===== src/rtl/himem_remap_ctrl.sv =====
// himem_remap_ctrl: NUM_WIN-window bank-0 remapper, BBC ROM page shadow and post-I/O HS clock pacing.
// Optional feature macro MOS_VDU_BYPASS_EN: windows with mos_byp set are suppressed while MOS VDU code runs.
module himem_remap_ctrl #(
    parameter int          NUM_WIN     = 4,
    parameter int          BANK_W      = 8,
    parameter int          DLY_W       = 4,
    parameter int          PAGEREG_W   = 4,
    parameter logic [15:0] PAGEREG_ADR = 16'hFE30,
    parameter logic [15:0] IO_LO       = 16'hFC00,
    parameter logic [15:0] IO_HI       = 16'hFEDF
) (
    input  logic                 clk,
    input  logic                 resetb,
    input  logic                 cyc_valid,
    input  logic                 cpu_sync,
    input  logic                 cpu_rnw,
    input  logic [BANK_W-1:0]    cpu_bank,
    input  logic [15:0]          cpu_adr,
    input  logic [7:0]           cpu_wdata,
    input  logic                 hs_selected,
    input  logic                 ls_selected,
    output logic [BANK_W-1:0]    eff_bank,
    output logic                 sel_hs,
    output logic                 dummy_access,
    output logic                 reg_rd_en,
    output logic [7:0]           reg_rdata,
    output logic [1:0]           clk_div,
    output logic [PAGEREG_W-1:0] pagereg_q
);

    logic [2:0]        ctrl_q;
    logic [DLY_W-1:0]  delay_q;
    logic [DLY_W-1:0]  dcnt_q;
    logic [DLY_W-1:0]  dcnt_d;
    logic [7:0]        win_cfg_q  [NUM_WIN];
    logic [BANK_W-1:0] win_bank_q [NUM_WIN];

    logic              reg_hit;
    logic              reg_wr;
    logic [3:0]        reg_idx;
    logic [BANK_W-1:0] wdata_bank;
    logic [DLY_W-1:0]  wdata_delay;
    logic              win_hit;
    logic              win_slow;
    logic [BANK_W-1:0] win_bank_sel;
    logic              slow_w;
    logic              himem;
    logic              io_hit;
    logic              page_wr;
    logic              mos_active;

    assign reg_hit   = cyc_valid & (cpu_bank[BANK_W-1 -: 2] == 2'b10);
    assign reg_wr    = reg_hit & ~cpu_rnw;
    assign reg_idx   = cpu_adr[3:0];
    assign reg_rd_en = reg_hit & cpu_rnw;
    assign clk_div   = ctrl_q[1:0];

    // Write data zero-extended or truncated to the register widths.
    always_comb begin
        wdata_bank  = '0;
        wdata_delay = '0;
        for (int b = 0; b < BANK_W && b < 8; b++) wdata_bank[b] = cpu_wdata[b];
        for (int b = 0; b < DLY_W && b < 8; b++) wdata_delay[b] = cpu_wdata[b];
    end

    always_ff @(posedge clk or negedge resetb) begin
        if (!resetb) begin
            ctrl_q  <= '0;
            delay_q <= '0;
            for (int i = 0; i < NUM_WIN; i++) begin
                win_cfg_q[i]  <= '0;
                win_bank_q[i] <= '0;
            end
        end else if (reg_wr) begin
            if (reg_idx == 4'd0) ctrl_q <= cpu_wdata[2:0];
            if (reg_idx == 4'd1) delay_q <= wdata_delay;
            for (int i = 0; i < NUM_WIN; i++) begin
                if (reg_idx == 4'(2 + 2 * i)) win_cfg_q[i] <= cpu_wdata & 8'hEF;
                if (reg_idx == 4'(3 + 2 * i)) win_bank_q[i] <= wdata_bank;
            end
        end
    end

    always_comb begin
        reg_rdata = '0;
        if (reg_idx == 4'd0) reg_rdata = {5'b0, ctrl_q};
        if (reg_idx == 4'd1) begin
            for (int b = 0; b < DLY_W && b < 8; b++) reg_rdata[b] = delay_q[b];
        end
        for (int i = 0; i < NUM_WIN; i++) begin
            if (reg_idx == 4'(2 + 2 * i)) reg_rdata = win_cfg_q[i];
            if (reg_idx == 4'(3 + 2 * i)) begin
                for (int b = 0; b < BANK_W && b < 8; b++) reg_rdata[b] = win_bank_q[i][b];
            end
        end
    end

`ifdef MOS_VDU_BYPASS_EN
    logic mos_q;
    logic mos_d;

    assign mos_d      = cpu_sync ? (~cpu_bank[0] & (cpu_adr[15:13] == 3'b110)) : mos_q;
    assign mos_active = mos_q;

    always_ff @(posedge clk or negedge resetb) begin
        if (!resetb) mos_q <= 1'b0;
        else         mos_q <= mos_d;
    end
`else
    assign mos_active = 1'b0;
`endif

    // Lowest-numbered matching window wins; decode always sees the pre-write register values.
    always_comb begin
        win_hit      = 1'b0;
        win_slow     = 1'b0;
        win_bank_sel = '0;
        for (int i = 0; i < NUM_WIN; i++) begin
            if (!win_hit && cyc_valid && (cpu_bank == '0) && win_cfg_q[i][7] &&
                (win_cfg_q[i][3:0] == cpu_adr[15:12]) && !(win_cfg_q[i][5] && mos_active)) begin
                win_hit      = 1'b1;
                win_slow     = win_cfg_q[i][6];
                win_bank_sel = win_bank_q[i];
            end
        end
    end

    assign eff_bank     = win_hit ? win_bank_sel : cpu_bank;
    assign slow_w       = win_hit & win_slow & ~cpu_rnw;
    assign himem        = cyc_valid & eff_bank[BANK_W-1] & ~slow_w;
    assign dummy_access = himem | ~ls_selected;
    assign sel_hs       = ctrl_q[2] & ((cpu_sync & eff_bank[BANK_W-1] & (dcnt_q == '0)) |
                                       (himem & hs_selected) | (~cyc_valid & hs_selected));

    assign io_hit  = cyc_valid & ~cpu_bank[BANK_W-1] & (cpu_adr >= IO_LO) & (cpu_adr <= IO_HI);
    assign page_wr = cyc_valid & ~cpu_rnw & ~cpu_bank[BANK_W-1] & (cpu_adr == PAGEREG_ADR);

    // I/O accesses (re)load the delay; otherwise count down to zero and hold.
    always_comb begin
        dcnt_d = dcnt_q;
        if (io_hit)              dcnt_d = delay_q;
        else if (dcnt_q != '0)   dcnt_d = dcnt_q - 1'b1;
    end

    always_ff @(posedge clk or negedge resetb) begin
        if (!resetb) begin
            dcnt_q    <= '0;
            pagereg_q <= '0;
        end else begin
            dcnt_q <= dcnt_d;
            if (page_wr) pagereg_q <= cpu_wdata[PAGEREG_W-1:0];
        end
    end

endmodule


===== config.mk =====
export PLATFORM = sky130hd
export DESIGN_NAME = himem_remap_ctrl
export DESIGN_NICKNAME = d
export VERILOG_FILES = /design/src/rtl/himem_remap_ctrl.sv
export SDC_FILE = /design/constraint.sdc
export NUM_CORES = 1
export LEC_CHECK = 0
export CORE_MARGIN = 1
export CORE_UTILIZATION = 40
export DETAILED_ROUTE_END_ITERATION = 10
export MAX_ROUTING_LAYER = met4
export PLACE_DENSITY = 0.72
export SLEW_MARGIN = 0
export SYNTH_ARGS = -nofsm -noshare
export SYNTH_HDL_FRONTEND = slang
export SYNTH_SLANG_ARGS = --single-unit
export TNS_END_PERCENT = 5

===== constraint.sdc =====
create_clock -name clk -period 3.8 [get_ports clk]
set_clock_uncertainty 0.2 [all_clocks]
set_input_delay 0.38 -clock clk [delete_from_list [all_inputs] [get_ports clk]]
set_output_delay 0.38 -clock clk [all_outputs]
set_load 0.02 [all_outputs]

==> out/metrics.cfg, run 1 <==
[routing]
drt_pass1_iterations=5
avgViaCountPerCell=5.79
ant_nets=0
first_iter_violations=253
routed_wl_mm=12.4
wl_per_cell_um=20.9
dr_total_vias=3449
post-route-drc-count=0

[clock_tree]
cts_root_buffer=clkbuf_8
cts_setup_buffers=0
cts_sinks=75
htreeDepth=3
cts-buffers-inserted=9
clkLatencyLatePin_ns=0.35
cts_tree=yes
ctsResizeCount=0
ctsHoldBuffers=0
clock_path_buffers=2
clkTransAtPathRegs_ns=0.09

[timing]
tns_ns=0
setup_viol_count_final=0
period_share=0.980
slew_headroom=0.366
rsz0062_at_grt=yes
tightest_slew_ns=0.952
final_max_slew_viol_count=0
max_freq_mhz=269
report.final.hold_viol_count=31
fin_crit_ns=3.72
fin_ws_ns=0.0761
hold_ws_ns=-0.0489

[yosys]
synth_nets=427
yosys_warnings=0
ys_seq_area_frac=0.435
syn_area_um2=4320
synth_cell_types=64
syn_area_per_cell_um2=11.2
yosysTopAreaCellShare=0.435
synthTopCellsByArea=dfrtp_1 (43%), mux2_2 (19%), o21ai_0 (2.2%)
synth-edff-count=0
netlist_instances=386
synth-seq-cells=75
synth_top_area_cell=dfrtp_1
synth-main-ff-cell=dfrtp_1
async_flop_share=1.00

[critical_path]
r2r_start=dcnt_q[0]$_DFFE_PN0P_
reg2reg_to=dcnt_q[1]$_DFFE_PN0P_
rrSetupSlack_ns=1.88
critPathKind=in -> out
crit_fanout=8
startpoint_type=input pin
arrival_ns=3.14
end_kind=output pin
reg2reg_depth=5
worst_ep_required_time_ns=3.22

[placed_design]
pre_cts_slack_ns=0.0701
io_buffer_count=63
gp_congestion=1.02
dpl.hpwl_mm=9.33
postPlaceCellArea_um2=5150
placedCellCount=580

[global_route]
grt_pass1_vias=3485
grt_use_total=0.243
overflow=0
grt_max_degree=76
grt_pass1_wl_mm=19.7
antenna_found_initial=0

[layout]
num-fill-cells=959
stdcell_area_um2=5390
final_nets=496
final_cell_count_no_fill=596
layout-drive-gt1-share=0.298
syn_to_final_growth_pct=24.9
antenna_cells=0

[floorplan]
core_area_um2=10400
die_h_um=106
ios=64
initial_utilization=0.416
die_w_um=106
die_area_um2=11200
rows=37

[pwr]
p_switching_uw=573
clockPowerShare=0.337
power.density_nw_per_um2=382
power.leakage_nw=2.36
seqPwrFrac=0.462
p_int_mw=1.49
power.share.combinational=0.201
switching_share=0.278
ir_worst_vdd_uv=222

[run_status]
status=complete, but fails checks
violations=negative hold slack

[worst_hold_path]
hold_path_class=in -> async

[job]
maxCapViolations=0

## worst max-delay path: stages
cell,delay [ns]
clkdlybuf4s50_1,0.54
xor2_1,0.22
nor3_1,0.27
nand3_2,0.23
nor3b_4,0.48
a221o_1,0.29
a221o_2,0.13
clkdlybuf4s50_1,0.59
## power by group through the flow
stage | Sequential, mW | Clock (mW) | Combinational (mW)
6_report | 0.952 | 0.694 | 0.414
5_1_grt | 0.961 | 0.741 | 0.452
4_1_cts | 0.949 | 0.706 | 0.415
3_5_place_dp | 0.965 | 0 | 0.414
3_3_place_gp | 0.961 | 0 | 0.397
2_1_floorplan | 0.940 | 0 | 0.266
## state kept, by name (all words and copies together), names as in the netlist
name,count
ctrl_q,3
win_cfg_q,28
delay_q,4
pagereg_q,4
dcnt_q,4
win_bank_q,32
## per-layer routing
layer,vias up,part of all wire,GRT usage
met3,21,0.070,0.0476
met5,-,0,-
li1,1568,-,-
met1,1723,0.44,0.318
met4,0,0.023,0.0804
met2,137,0.47,0.378
## final cells by class
type                       count  area [µm²]  share of cell area
timing repair buffer          83         793               0.147
inverter                      15        56.3              0.0104
clock inverter                 5        85.1              0.0158
clock buffer                  11         141              0.0262
sequential                    75        1880               0.348
multi-input combinational    271        2270               0.420
tap                          136         170              0.0316
## synthesized netlist by cell type, types with 3 or more instances
cell type,n
a32o_1,4
xnor2_1,8
a221o_1,7
clkbuf_1,11
o21ai_0,19
nor3_1,6
nand3_1,5
mux2_2,74
dfrtp_1,75
and2_1,3
inv_1,15
a221o_2,5
nand2b_1,4
a221oi_1,4
o221ai_1,3
o211ai_1,4
nand2_1,25
nor2_1,13
xor2_1,10
nor3b_1,3
mux2i_1,6
nor2b_1,3
a22oi_1,7
nor2_2,3
a21oi_1,7
buf_2,9
## worst max-delay path by stage
stage	startpoint	endpoint	slack, ns	cells after the start
2_1_floorplan	cpu_adr[13]	dummy_access	1.26	8
3_3_place_gp	cpu_adr[14]	sel_hs	0.13	9
3_5_place_dp	cpu_adr[14]	sel_hs	0.07	9
4_1_cts	cpu_adr[14]	sel_hs	0.06	9
5_1_grt	cpu_adr[14]	eff_bank[0]	-0.02	8
6_report	cpu_adr[14]	eff_bank[0]	0.08	8
## stage by stage
step	utilization	total power, mW
floorplan	-	1.21
global placement	0.497	1.36
detailed placement	0.497	1.38
CTS	0.518	2.07
global route	0.520	2.15
finish	0.520	2.06
## logic make-up after synthesis
group,after synthesis,share of synthesized area
adders and majority gates,2,0.00580
DFF,75,0.435
AOI/OAI and AO/OA,83,0.145
and+or+nand+nor,87,0.123
buffers and inverters,40,0.0426
xor gates and xnor gates,18,0.0365
muxes,81,0.212
## placed cells by master (no fill, tap or decap), types with 8 or more instances in the layout
master           synthesis  layout
mux2_2                  74      74
o21ai_0                 19      19
xor2_1                  10      10
clkdlybuf4s50_1          0      61
xnor2_1                  8       8
nand2_1                 25      25
nor2_1                  13      13
dfrtp_1                 75      75
buf_4                    2      20
inv_1                   15      15
clkbuf_8                 0      10
No activity file was read; power rests on OpenSTA's default activity.
==> run 2: changes to the inputs <==
--- a/config.mk
+++ b/config.mk
@@ -5,9 +5,10 @@
 export SDC_FILE = /design/constraint.sdc
 export NUM_CORES = 1
 export LEC_CHECK = 0
-export CORE_MARGIN = 1
 export CORE_UTILIZATION = 40
+export CTS_CLUSTER_SIZE = 30
 export DETAILED_ROUTE_END_ITERATION = 10
+export GPL_ROUTABILITY_DRIVEN = 0
 export MAX_ROUTING_LAYER = met4
 export PLACE_DENSITY = 0.72
 export SLEW_MARGIN = 0
==> run 2 against run 1 <==
Net effect: global-route usage increased by 0.22 points; via count up 3.4%; the flow still finishes with violations (negative hold slack); sequential share of layout area increased by 0.057 points; non-clock buffer count up 4; critical path depth rose by 1; register-to-register slack is essentially flat; critical endpoint is now reg_rdata[3].
==> out/metrics.cfg, run 2 (synthesis gave the netlist of run 1 again) <==
[critical_path]
crit_fanout=11  ; +3
rrSetupSlack_ns=1.89  ; about the same
reg2reg_to=dcnt_q[1]$_DFFE_PN0P_
slowest_delay_ns=0.64  ; +0.05 ns
crit_slowest_cell=clkdlybuf4s50_1
crit_chain=clkdlybuf4s50_1, nor2b_1, a22oi_1, o32a_1, o21ai_0, o22ai_1, o21ai_0, o21a_1, clkdlybuf4s50_1
reg2reg_depth=5  ; unchanged
arrival_ns=3.06  ; -0.08 ns
startpoint_type=input pin
r2r_start=dcnt_q[0]$_DFFE_PN0P_
critPathKind=in -> out
end_kind=output pin
worst_ep_required_time_ns=3.22  ; about the same

[clock_tree]
ctsHoldBuffers=0  ; unchanged
htreeDepth=3  ; unchanged
cts-buffers-inserted=9  ; unchanged
clock_path_buffers=2  ; unchanged
clkLatencyLatePin_ns=0.35  ; about the same
cts_tree=yes
clkTransAtPathRegs_ns=0.08  ; about the same
cts_sinks=75  ; unchanged
cts_root_buffer=clkbuf_8

[routing]
dr_total_vias=3566  ; +3.4%
post-route-drc-count=0  ; unchanged
drt_pass1_iterations=5  ; unchanged
ant_nets=0  ; unchanged
first_iter_violations=302  ; +19%
avgViaCountPerCell=5.94  ; +2.7%
routed_wl_mm=12.5  ; +0.54%
wl_per_cell_um=20.9  ; -0.13%

[global_route]
grt_max_degree=76  ; unchanged
grt_pass1_vias=3545  ; +1.7%
overflow=0  ; unchanged
antenna_found_initial=0  ; unchanged
grt_pass1_wl_mm=19.9  ; +1.1%
grt_use_total=0.245  ; +0.00222

[layout]
fin_util=0.519  ; -0.000845
regMostFlops=win_bank_q
reg_top3=win_bank_q x32, win_cfg_q x28
layout-drive-gt1-share=0.302  ; +0.00390
mostFrequentLayoutCells=dfrtp_1 (75), mux2_2 (74), clkdlybuf4s50_1 (58)
final_cell_count_no_fill=600  ; +0.67%
seqCellArea_um2=1880  ; unchanged
layout_commonest_cell=dfrtp_1
final_nets=500  ; +0.81%
num-fill-cells=920  ; -4.1%
antenna_cells=0  ; unchanged
stdcell_area_um2=5380  ; -0.16%
largest_reg_flops=32  ; unchanged
multi_input_area_um2=2270  ; +0.33%
syn_to_final_growth_pct=24.7

[timing]
setup_viol_count_final=0  ; unchanged
tns_ns=0  ; unchanged
fin_crit_ns=3.64  ; -0.0806 ns
final_max_slew_viol_count=0  ; unchanged
tightest_slew_ns=0.987  ; +0.0352 ns
max_freq_mhz=274  ; +2.2%
slew_headroom=0.342  ; -0.0235
fin_ws_ns=0.157  ; +0.0806 ns
rsz0062_at_grt=no
hold_ws_ns=-0.0310  ; +0.0179 ns
period_share=0.959  ; -0.0212
report.final.hold_viol_count=13  ; -58%

[run_status]
status=complete, but fails checks
violations=negative hold slack

[floorplan]
core_area_um2=10400  ; unchanged
die_w_um=106  ; unchanged
ios=64  ; unchanged
die_area_um2=11200  ; unchanged
die_h_um=106  ; unchanged
rows=37  ; unchanged
initial_utilization=0.416  ; unchanged

[job]
maxCapViolations=0  ; unchanged

[placed_design]
placedCellCount=582  ; +0.34%
dpl.hpwl_mm=9.21  ; -1.3%
postPlaceCellArea_um2=5150  ; about the same
io_buffer_count=63  ; unchanged
pre_cts_slack_ns=0.0712  ; +0.00107 ns

[pwr]
finalPower_mw=1.98  ; -4.0%
power.density_nw_per_um2=367  ; -3.9%
ir_worst_vdd_uv=210  ; -5.6%
power.leakage_nw=2.39  ; +1.3%

[worst_hold_path]
hold_path_class=in -> async

run 2: changes by cell type in the layout (fill, tap and decap cells not counted), sizes merged:
cell / previous run / this run
buf: 21 / 25
clkdlybuf4s50: 61 / 58
clkinv: 1 / 4
dlymetal6s2s: 1 / 4
bufinv: 2 / 1
clkinvlp: 1 / 0
inv: 16 / 15
run 2: report_power, final:
part / leakage [nW] / switching (mW) / internal [mW]
Clock: 0.0971 / 0.306 / 0.302
Combinational: 1.29 / 0.201 / 0.214
Sequential: 1.00 / 0.0717 / 0.881
Total: 2.39 / 0.579 / 1.40
run 2: worst max-delay path by stage:
stage / startpoint / endpoint / cells after the start
detailed placement: cpu_bank[1] / sel_hs / 9
floorplan: cpu_adr[13] / dummy_access / 8
CTS: cpu_bank[0] / sel_hs / 9
global placement: cpu_adr[14] / eff_bank[0] / 8
finish: cpu_adr[0] / reg_rdata[3] / 9
global route: cpu_bank[3] / sel_hs / 9
run 2: metal layers:
layer,share of wire,GRT usage
met1,0.45,0.330
met2,0.45,0.365
met3,0.064,0.0359
met4,0.041,0.115
met5,0,-
run 2: timing repair:
| item | in CTS | in global routing |
|---|---|---|
| gates resized for setup | 0 | 7 |
| endpoints found under the setup margin | 0 | 9 |
| buffers inserted | 0 | 2 |
| hold endpoints to repair | 0 | 0 |
run 2: worst max-delay path: cells and delay by family:
kind	cells	cell delay, ns
and+or+nand+nor	1	0.30
buffers and inverters	2	1.25
AOI/OAI and AO/OA	6	1.13
run 2: layout make-up:
| type | instances | share of cell area |
|---|---|---|
| inverters | 15 | 0.0105 |
| multi-input cells | 271 | 0.423 |
| clock buffers | 11 | 0.0244 |
| flip-flops and latches | 75 | 0.349 |
| repair buffers | 87 | 0.152 |
| well taps | 136 | 0.0316 |
| clock inverters | 5 | 0.0100 |
==> run 3: changes to the inputs <==
--- a/config.mk
+++ b/config.mk
@@ -5,6 +5,7 @@
 export SDC_FILE = /design/constraint.sdc
 export NUM_CORES = 1
 export LEC_CHECK = 0
+export CORE_MARGIN = 2
 export CORE_UTILIZATION = 40
 export CTS_CLUSTER_SIZE = 30
 export DETAILED_ROUTE_END_ITERATION = 10
==> run 3 against run 2 <==
Net effect: the flow still finishes with violations (negative hold slack); critical path depth did not move; sequential cell count unchanged; die area up 3.8%; hold slack worse by 0.033 ns; first-iteration DRC count increased by 14%; via count decreased by 1.2%; clock-buffer cell count fell by 1; global-route usage decreased by 0.91 points; sequential share of layout area is 0.31 points lower; sequential power about the same; fmax is 2.1% lower; critical path type unchanged; critical endpoint is now sel_hs; largest cell class unchanged; highest routed layer unchanged.
==> out/metrics.cfg, run 3 (synthesis gave the netlist of run 1 again) <==
[critical_path]
rrSetupSlack_ns=1.86  ; -0.03 ns
arrival_ns=3.14  ; +0.08 ns
startpoint_type=input pin
slowest_delay_ns=0.55  ; -0.09 ns
crit_slowest_cell=clkdlybuf4s50_1
cpMostUsedCell=clkdlybuf4s50_1
end_kind=output pin
crit_chain=clkdlybuf4s50_1, nor3_1, nand3_4, nor4_4, and4_1, nand2_2, a21oi_2, o211ai_2, clkdlybuf4s50_1
critPathKind=in -> out
crit_fanout=5  ; -6
worst_ep_required_time_ns=3.22  ; about the same

[floorplan]
core_area_um2=10400  ; +0.45%
die_w_um=108  ; +1.9%
rows=37  ; unchanged
ios=64  ; unchanged
initial_utilization=0.414  ; -0.00185
die_h_um=108  ; +1.9%
die_area_um2=11600  ; +3.8%

[timing]
hold_ws_ns=-0.0641  ; -0.0331 ns
tns_ns=0  ; unchanged
final_max_slew_viol_count=0  ; unchanged
period_share=0.979  ; +0.0202
slew_headroom=0.353  ; +0.0112
rsz0062_at_grt=no
setup_viol_count_final=0  ; unchanged
max_freq_mhz=269  ; -2.1%
tightest_slew_ns=0.970  ; -0.0168 ns
fin_crit_ns=3.72  ; +0.0768 ns
report.final.hold_viol_count=29  ; +16

[global_route]
antenna_found_initial=0  ; unchanged
grt_max_degree=76  ; unchanged
grt_pass1_wl_mm=20.1  ; +1.1%
grt_use_total=0.236  ; -0.00910
grt_pass1_vias=3630  ; +2.4%
overflow=0  ; unchanged

[layout]
layout-drive-gt1-share=0.303  ; +0.00131
layout_commonest_cell=dfrtp_1
syn_to_final_growth_pct=25.8
regMostFlops=win_bank_q
num-fill-cells=900  ; -2.2%
largest_reg_flops=32  ; unchanged
final_nets=498  ; -0.40%
reg_top3=win_bank_q x32, win_cfg_q x28
mostFrequentLayoutCells=dfrtp_1 (75), mux2_2 (74), clkdlybuf4s50_1 (57)
antenna_cells=0  ; unchanged
stdcell_area_um2=5430  ; +0.91%

[routing]
dr_total_vias=3523  ; -1.2%
avgViaCountPerCell=5.89  ; -0.88%
wl_per_cell_um=21.3  ; +2.1%
highest-signal-layer=met4
first_iter_violations=345  ; +14%
wl_met1_mm=5.37  ; -4.1%
routed_wl_mm=12.7  ; +1.7%
dr_wl_met2_mm=5.77  ; +3.1%
drt_pass1_iterations=6  ; +1
ant_nets=0  ; unchanged
post-route-drc-count=0  ; unchanged
met3_wirelength_mm=1.02  ; +28%

[pwr]
power.leakage_nw=2.41  ; +0.78%
ir_worst_vdd_uv=212  ; +1.2%
power.density_nw_per_um2=385  ; +4.9%
finalPower_mw=2.09  ; +5.8%

[run_status]
violations=negative hold slack
status=complete, but fails checks

[clock_tree]
cts_tree=yes
clock_path_buffers=2  ; unchanged
clkLatencyLatePin_ns=0.36  ; about the same
htreeDepth=3  ; unchanged
clkTransAtPathRegs_ns=0.09  ; about the same
cts_root_buffer=clkbuf_8
ctsHoldBuffers=0  ; unchanged
cts-buffers-inserted=9  ; unchanged
cts_sinks=75  ; unchanged

[placed_design]
postPlaceCellArea_um2=5140  ; -0.15%
io_buffer_count=63  ; unchanged
dpl.hpwl_mm=9.32  ; +1.1%

[job]
maxCapViolations=0  ; unchanged

[worst_hold_path]
hold_path_class=in -> async

run 3: final cells by class:
class,instances,area [µm²],area share
clock buffers,10,138,0.0254
clock inverters,6,96.3,0.0177
inverters,15,56.3,0.0104
multi-input cells,271,2270,0.419
flip-flops and latches,75,1880,0.346
well taps,136,170,0.0313
repair buffers,85,818,0.151
run 3: power by group:
group	internal, mW	switching [mW]	total, mW
combinational	0.214	0.202	0.416
clock	0.396	0.327	0.723
sequential	0.881	0.0721	0.953
total	1.49	0.601	2.09
run 3: final timing paths:
path,startpoint,endpoint,depth (start not counted)
worst min register to register,win_cfg_q[7]$_DFFE_PN0P_,win_cfg_q[7]$_DFFE_PN0P_,1
worst max register to register,dcnt_q[0]$_DFFE_PN0P_,dcnt_q[1]$_DFFE_PN0P_,5
min in group clk,win_cfg_q[7]$_DFFE_PN0P_,win_cfg_q[7]$_DFFE_PN0P_,1
worst min-delay path,resetb,win_bank_q[13]$_DFFE_PN0P_,1
max in group asynchronous,resetb,win_cfg_q[21]$_DFFE_PN0P_,1
worst max-delay path,cpu_bank[0],sel_hs,9
run 3: routing by layer:
layer  up-vias  track usage
met4         0        0.125
li1       1562            -
met5         -            -
met2       187        0.352
met1      1730        0.310
met3        44       0.0357
run 3: per-stage QoR:
step	hold slack, ns	setup WS (ns)	util	instances
after floorplan	-0.116	1.26	-	386
after global placement	0.288	0.0862	0.494	581
after detailed placement	0.294	0.0351	0.494	581
after CTS	0.00702	0.0444	0.516	597
after global routing	0.0524	0.00709	0.521	598
final	-0.0641	0.0799	0.521	598
run 3: what timing repair did:
item	4_1_cts	5_1_grt
buffers inserted	0	1
setup endpoints to repair	0	10
gates resized for setup	0	8
run 3: worst max-delay path, delay by kind of cell:
family | cells | cell delay [ns]
compound gates | 2 | 0.28
simple gates | 5 | 1.46
buf+inv | 2 | 1.01
